===== src/rtl/pipeline_hazard_ctrl.sv =====
// Pipeline hazard controller: load-use interlock, taken-branch flush and
// data-memory freeze for a classic five-stage pipeline. It also carries the
// QED valid bit alongside IF/ID and keeps stall and timeout bookkeeping.
//
// Handshake note: this block has no valid/ready channels. dmem_req/dmem_ack
// work as a level-sensitive wait: the pipeline freezes in every cycle where a
// request is pending without its acknowledge, and resumes in the ack cycle.
module pipeline_hazard_ctrl #(
    parameter int FLUSH_CYCLES = 2,
    parameter int MEM_TIMEOUT  = 255
) (
    input  logic        clk,
    input  logic        reset_n,
    input  logic [4:0]  id_rs1,
    input  logic [4:0]  id_rs2,
    input  logic        id_uses_rs2,
    input  logic [4:0]  ex_rd,
    input  logic        ex_memread,
    input  logic        ex_branch_taken,
    input  logic        dmem_req,
    input  logic        dmem_ack,
    input  logic        qed_vld_in,
    output logic        pc_write,
    output logic        if_id_write,
    output logic        if_id_flush,
    output logic        id_ex_bubble,
    output logic        qed_vld_out,
    output logic [1:0]  state,
    output logic [15:0] stall_cnt,
    output logic        mem_timeout
);

    typedef enum logic [1:0] {
        ST_RUN     = 2'd0,
        ST_FLUSH   = 2'd1,
        ST_MEMWAIT = 2'd2
    } state_e;

    localparam logic [2:0] FLUSH_LOAD  = 3'(FLUSH_CYCLES - 1);
    localparam logic [7:0] TIMEOUT_VAL = 8'(MEM_TIMEOUT);

    state_e      state_q, state_d;
    logic [2:0]  flush_cnt_q, flush_cnt_d;
    logic [7:0]  wait_cnt_q, wait_cnt_d;
    logic        qed_q, qed_d;
    logic [15:0] stall_cnt_q, stall_cnt_d;
    logic        mto_q, mto_d;

    logic mem_stall;
    logic load_use;
    logic pc_write_c, if_id_write_c, if_id_flush_c, id_ex_bubble_c;

    assign mem_stall = dmem_req & ~dmem_ack;
    assign load_use  = ex_memread && (ex_rd != 5'd0) &&
                       ((ex_rd == id_rs1) || (id_uses_rs2 && (ex_rd == id_rs2)));

    // Next-state and control outputs; priority: freeze > flush > branch > load-use.
    always_comb begin
        pc_write_c     = 1'b1;
        if_id_write_c  = 1'b1;
        if_id_flush_c  = 1'b0;
        id_ex_bubble_c = 1'b0;
        state_d        = state_q;
        flush_cnt_d    = flush_cnt_q;
        wait_cnt_d     = wait_cnt_q;

        if (mem_stall) begin
            // Freeze the whole front end; a pending flush stays asserted.
            pc_write_c    = 1'b0;
            if_id_write_c = 1'b0;
            if_id_flush_c = (state_q == ST_FLUSH);
            case (state_q)
                ST_FLUSH: ;
                ST_MEMWAIT: begin
                    if (wait_cnt_q != 8'hFF) wait_cnt_d = wait_cnt_q + 8'd1;
                end
                default: begin
                    state_d    = ST_MEMWAIT;
                    wait_cnt_d = 8'd1;
                end
            endcase
        end else if (state_q == ST_FLUSH) begin
            // Wrong-path instructions: branches and hazards here are ignored.
            if_id_write_c  = 1'b0;
            if_id_flush_c  = 1'b1;
            id_ex_bubble_c = 1'b1;
            flush_cnt_d    = flush_cnt_q - 3'd1;
            if (flush_cnt_q <= 3'd1) begin
                state_d     = ST_RUN;
                flush_cnt_d = 3'd0;
            end
        end else begin
            // RUN, or MEMWAIT in its ack cycle, behaves as normal RUN.
            state_d    = ST_RUN;
            wait_cnt_d = 8'd0;
            if (ex_branch_taken) begin
                if_id_write_c  = 1'b0;
                if_id_flush_c  = 1'b1;
                id_ex_bubble_c = 1'b1;
                if (FLUSH_CYCLES > 1) begin
                    state_d     = ST_FLUSH;
                    flush_cnt_d = FLUSH_LOAD;
                end
            end else if (load_use) begin
                pc_write_c     = 1'b0;
                if_id_write_c  = 1'b0;
                id_ex_bubble_c = 1'b1;
            end
        end
    end

    // Bookkeeping: QED valid alignment, saturating stall count, sticky timeout.
    always_comb begin
        qed_d       = qed_q;
        stall_cnt_d = stall_cnt_q;
        mto_d       = mto_q;
        if (if_id_flush_c)      qed_d = 1'b0;
        else if (if_id_write_c) qed_d = qed_vld_in;
        if (!pc_write_c && (stall_cnt_q != 16'hFFFF)) stall_cnt_d = stall_cnt_q + 16'd1;
        if ((state_q == ST_MEMWAIT) && (wait_cnt_q == TIMEOUT_VAL)) mto_d = 1'b1;
    end

    // State and counter registers with asynchronous clear.
    always_ff @(posedge clk or negedge reset_n) begin
        if (!reset_n) begin
            state_q     <= ST_RUN;
            flush_cnt_q <= 3'd0;
            wait_cnt_q  <= 8'd0;
            qed_q       <= 1'b0;
            stall_cnt_q <= 16'd0;
            mto_q       <= 1'b0;
        end else begin
            state_q     <= state_d;
            flush_cnt_q <= flush_cnt_d;
            wait_cnt_q  <= wait_cnt_d;
            qed_q       <= qed_d;
            stall_cnt_q <= stall_cnt_d;
            mto_q       <= mto_d;
        end
    end

    // While reset is held the pipeline is held and IF/ID kept clear.
    assign pc_write     = reset_n ? pc_write_c     : 1'b0;
    assign if_id_write  = reset_n ? if_id_write_c  : 1'b0;
    assign if_id_flush  = reset_n ? if_id_flush_c  : 1'b1;
    assign id_ex_bubble = reset_n ? id_ex_bubble_c : 1'b1;

    assign qed_vld_out  = qed_q;
    assign state        = state_q;
    assign stall_cnt    = stall_cnt_q;
    assign mem_timeout  = mto_q;

endmodule


===== config.mk =====
export PLATFORM = sky130hd
export DESIGN_NAME = pipeline_hazard_ctrl
export DESIGN_NICKNAME = d
export VERILOG_FILES = /design/src/rtl/pipeline_hazard_ctrl.sv
export SDC_FILE = /design/constraint.sdc
export NUM_CORES = 1
export LEC_CHECK = 0
export CAP_MARGIN = 15
export CORE_UTILIZATION = 30
export CTS_CLUSTER_DIAMETER = 120
export CTS_CLUSTER_SIZE = 40
export DETAILED_ROUTE_END_ITERATION = 12
export PLACE_DENSITY = 0.65
export SLEW_MARGIN = 20
export SYNTH_ARGS = -nofsm -noshare
export SYNTH_HDL_FRONTEND = slang
export SYNTH_SLANG_ARGS = --single-unit

===== constraint.sdc =====
create_clock -name clk -period 2.9 [get_ports clk]
set_clock_uncertainty 0.1 [all_clocks]
set_input_delay 0.58 -clock clk [delete_from_list [all_inputs] [get_ports clk]]
set_output_delay 0.58 -clock clk [all_outputs]
set_load 0.01 [all_outputs]

Yosys cells after proc, flatten, opt, wreduce, memory -nomap -nowiden
Index checks and enable logic that the tools add are counted.
{ "op_classes": {"n_addsub": 3, "multipliers": 0, "div_mod_pow": 0, "magnitude_cmp": 1, "eq_ne": 10, "n_shift": 0, "mux": 32, "bitwise_logic": 4, "reduce_logical": 14} }
{ "ops": {"columns": ["op", "count"], "rows": [
  ["$mux 8", 3],
  ["$mux 1", 21],
  ["$add 16x1->16 const B", 1],
  ["$ne 16x16->1 const B", 1],
  ["$pmux 8 s2", 1],
  ["$eq 5x5->1", 2],
  ["$mux 3", 3],
  ["$add 8x1->8 const B", 1],
  ["$eq 8x8->1 const B", 1],
  ["$mux 2", 4],
  ["$ne 8x8->1 const B", 1],
  ["$reduce_and 2->1", 3],
  ["$logic_and 1x1->1", 5],
  ["$reduce_bool 5->1", 1],
  ["$reduce_bool 2->1", 2],
  ["$le 3x1->1 const B", 1],
  ["$ne 3x2->1 const B", 1],
  ["$ne 3x3->1 const B", 1],
  ["$not 1->1", 3],
  ["$sub 3x1->3 const B", 1],
  ["$eq 2x1->1 const B", 1],
  ["$eq 2x2->1 const B", 1],
  ["$ne 2x2->1 const B", 1],
  ["$reduce_or 2->1", 1],
  ["3 further kinds", 3]
]} }
{ "word_totals": {"ff_bits": 31, "latch_bits": 0, "ramBits": 0, "mem_bits_ro": 0, "in_bits": 23, "out_inout_bits": 24, "mem_count": 0} }

Longest topological paths before layout
Gate-level depths: netlist of run 1.
{ "logic_depth": {"word_depth": 10, "ltp_mapped": 8, "depth_no_buf": 6} }

Worst setup path before layout of run 1
No wires, ideal clock.
{ "synth_path": {"path_type": "input-to-output", "start": "input ex_rd[1]", "end": "output if_id_write", "arrival_time_ns": 1.889, "path_slack_ns": 0.331, "cell_stages": 4, "cell_sequence": "or4_2 -> o21ai_4 -> nor2_1 -> nor4_1"} }
{ "synth_via": {"elab_chain_len": 9, "elab_cells_between_ends": 12, "classes_between": "eq/ne: 2; mux: 5; reduce/logical: 5"} }
{ "synth_lines": {"columns": ["item", "line", "rtl"], "rows": [
  ["start, declared", "17", "input logic [4:0] ex_rd,"],
  ["$eq 5x5->1", "55", "((ex_rd == id_rs1) || (id_uses_rs2 && (ex_rd == id_rs2)));"],
  ["$logic_and 1x1->1", "55", null],
  ["$logic_or 1x1->1", "55", null],
  ["$logic_and 1x1->1 (*)", "54", "assign load_use = ex_memread && (ex_rd != 5'd0) &&"],
  ["$mux 1 (*)", "104", "end else if (load_use) begin"],
  ["$mux 1 (*)", "96", "if (ex_branch_taken) begin"],
  ["$mux 1 (*)", "82", "end else if (state_q == ST_FLUSH) begin"],
  ["$mux 1 (*)", "67", "if (mem_stall) begin"],
  ["$mux 1 (*)", "144", "assign if_id_write = reset_n ? if_id_write_c : 1'b0;"],
  ["end, declared", "24", "output logic if_id_write,"]
]} }
Mark *: on every way between the ends. The rest lies on a longest branch, timed or not.

Final worst setup path of run 1
{ "layout_path": {"start": "input ex_rd[1]", "end": "output pc_write"} }
{ "layout_via": {"elab_chain_len": 9, "elab_cells_between_ends": 12, "classes_between": "eq/ne: 2; mux: 5; reduce/logical: 5"} }
{ "layout_lines": {"columns": ["item", "line", "rtl"], "rows": [
  ["$eq 5x5->1", "55", null],
  ["$logic_and 1x1->1", "55", null],
  ["$logic_or 1x1->1", "55", null],
  ["$logic_and 1x1->1 (*)", "54", null],
  ["$mux 1 (*)", "104", null],
  ["$mux 1 (*)", "96", null],
  ["$mux 1 (*)", "82", null],
  ["$mux 1 (*)", "67", null],
  ["$mux 1 (*)", "143", "assign pc_write = reset_n ? pc_write_c : 1'b0;"],
  ["end, declared", "23", "output logic pc_write,"]
]} }
Marks and branches as above.

==> results of run 1 <==
[worst register-to-register path, delay by kind of cell, from the launching register on]
family / cells / cell delay [ps]
AND/OR/NAND/NOR: 5 / 1330
flip-flops: 1 / 440
multiplexers: 1 / 320
[worst min path at each step]
stage	start	endpoint	slack [ps]
3_3_place_gp	mem_timeout	mem_timeout	340
6_report	mem_timeout	mem_timeout	360
5_1_grt	mem_timeout	mem_timeout	380
4_1_cts	mem_timeout	mem_timeout	360
2_1_floorplan	reset_n	flush_cnt_q[0]	180
3_5_place_dp	mem_timeout	mem_timeout	350
[logic make-up after synthesis]
logic type	after synthesis	share of synthesized area
AO/OA/AOI/OAI	38	0.147
XOR/XNOR	24	0.117
adder cells (fa/ha/maj)	5	0.0348
buffers and inverters	13	0.0362
flip-flops	31	0.431
multiplexers	1	0.00626
AND/OR/NAND/NOR	71	0.228
[sequential cells by signal (all words and copies together), names as in the netlist]
signal,flops
wait_cnt_q,8
flush_cnt_q,3
state,2
stall_cnt,16
qed_vld_out,1
mem_timeout,1
[stage by stage]
step	setup slack (ps)	hold WS (ps)	cells	setup TNS, ps	power, uW
2_1_floorplan	331	184	183	0	689
3_3_place_gp	-456	341	311	-1390	878
3_5_place_dp	-475	347	311	-1500	879
4_1_cts	20.2	364	321	0	1270
5_1_grt	5.52	379	323	0	1330
6_report	106	359	323	0	1260
[layer usage]
layer	track usage	vias up	wire length (um)
met5	0	-	0
met4	0.0745	0	95
met3	0.0457	9	251
met2	0.248	39	2010
met1	0.180	755	1980
li1	-	791	-
[layout by cell type (no fill, tap or decap), types with 2 or more instances in the layout]
master,count
xor2_1,8
nand2_1,7
and3_1,12
clkdlybuf4s50_1,36
clkbuf_8,7
dlymetal6s2s_1,6
nand3_1,7
o21ai_0,19
nand4_1,10
and4_1,2
ha_1,5
inv_1,6
a21oi_1,4
nor2_1,11
dfrtp_1,31
nand2b_1,5
a21o_1,2
xnor2_1,15
a32o_1,2
buf_4,19
buf_2,3
[timing repair]
action | in CTS | in global routing
hold endpoints to repair | 0 | 0
setup endpoints to repair | 3 | 2
gates resized for setup | 21 | 8
pin swaps | 5 | 8
setup buffers | 2 | 2
[area by class of cell]
class	count	area, um^2	share of cell area
Tap cell	72	90.1	0.0344
Clock buffer	8	100	0.0382
Multi-Input combinational cell	139	997	0.381
Sequential cell	31	776	0.296
Inverter	6	22.5	0.00860
Timing Repair Buffer	67	633	0.242
[power breakdown]
part | internal, uW | switching (uW)
sequential | 479 | 58.7
clock | 216 | 164
combinational | 192 | 147
total | 887 | 370
==> results.toml, run 1 <==
[clocking]
numCtsBuffers = 5
clk_pin_slew_worst_paths_ps = 60
tritoncts = "yes"
root_buffer = "clkbuf_8"
cts_htree_levels = 2
clock-sinks = 31
clk_latency_ps = 290
cts_hold_buf = 0
cts.path.max_buffers = 2

[place]
dpl_cell_area_mm2 = 0.00245
gp_congestion = 0.810
hpwl_mm = 3.11
port_buffers = 46

[die]
die_area_mm2 = 0.00631
design.portCount = 47
die_height_um = 79.4
rows = 27
die_w_um = 79.4
start_util = 0.319
core-area_mm2 = 0.00564

[synth]
async_flop_share = 1.00
ys_seq_area_frac = 0.431
synth_nets = 211
yosys.area.top_type = "dfrtp_1"
netlist_top_cells_count = "dfrtp_1 (31), o21ai_0 (20), xnor2_1 (15), and3_1 (12), nor2_1 (12)"
syn_area_per_cell_um2 = 9.82
yosys-top-cells-area = "dfrtp_1 (43%), xnor2_1 (7.3%), o21ai_0 (5.6%)"
synth_edf_count = 0
syn-cell-area_mm2 = 0.00180
yosysMostFrequentCell = "dfrtp_1"
ys_ff_latch = 31
yosys.area.top_type_share = 0.431
synth_ff_type = "dfrtp_1"
yosysWarnings = 0
synthCells = 183
synth_cell_types = 43

[layout]
layout-drive-gt1-share = 0.191
fin_nets = 278
num_antenna_cells = 0
fin_area_mm2 = 0.00262
syn_to_final_growth_pct = 45.7
utilization = 0.464
fill_cells = 545

[timing]
final_hold_viol_count = 0
timing.slew.headroom = 0.775
rsz0062_at_grt = "false"
tightest_slew_ps = 334
finalMaxSlewViolations = 0
final.period_utilization = 0.964
fmax_mhz = 358
layout_min_cycle_time_ps = 2790
setup_viol = 0

[routing]
vias_per_cell = 4.93
drt_iter0_markers = 64
drtAntennaViolNets = 0
postRouteWirelength_mm = 4.34
wl_per_cell_um = 13.4
dr.pass1.iters = 4
routed-via-count = 1594
drc_errors = 0

[critical_path]
critical_path.cell_chain = "dlygate4sd2_1 > buf_6 > xor2_1 > nor4_2 > a32oi_2 > buf_4 > nor4_4 > nor2_1 > buf_2"
r2r_slack_ps = 600
crit_path_start_kind = "primary input"
crit_path_end_kind = "output pin"
crit_buf_inv = 4
reg2reg_to = "stall_cnt[1]"
r2r-start = "stall_cnt[3]"
arrival_ps = 2110
crit_path_max_incr_delay_ps = 300
crit_family = "buffers and inverters"
critPathSlowestCell = "nor4_2"
worstPathRequired_ps = 2220
path_class = "in2out"
startpoint = "ex_rd[1]"
crit_fanout = 3
crit_cells = 9
crit_end = "pc_write"
reg2reg_depth = 6

[power_and_ir_drop]
p_leak_uw = 0.00119
irDropWorstVdd_mv = 0.448
cellPowerDensity_mw_per_mm2 = 480

[grt]
grt_pass1_wl_mm = 7.28
grt_max_degree = 18
grt_overflow = 0
antenna_found_initial = 0
grt_pass1_vias = 1569
track_usage = 0.152

[run]
cap_violations = 0

[status]
status = "finished, final reports clean"

[worst_hold_path]
hp-class = "reg2reg"
hold_path_depth = 1
(Power assumes the default switching activity.)
==> run 2, diff against run 1 <==
HOLD_SLACK_MARGIN = 0.06   (was unset)
==> results of run 2 <==
No change in the layout: final DEF, timing and power equal those of run 1.
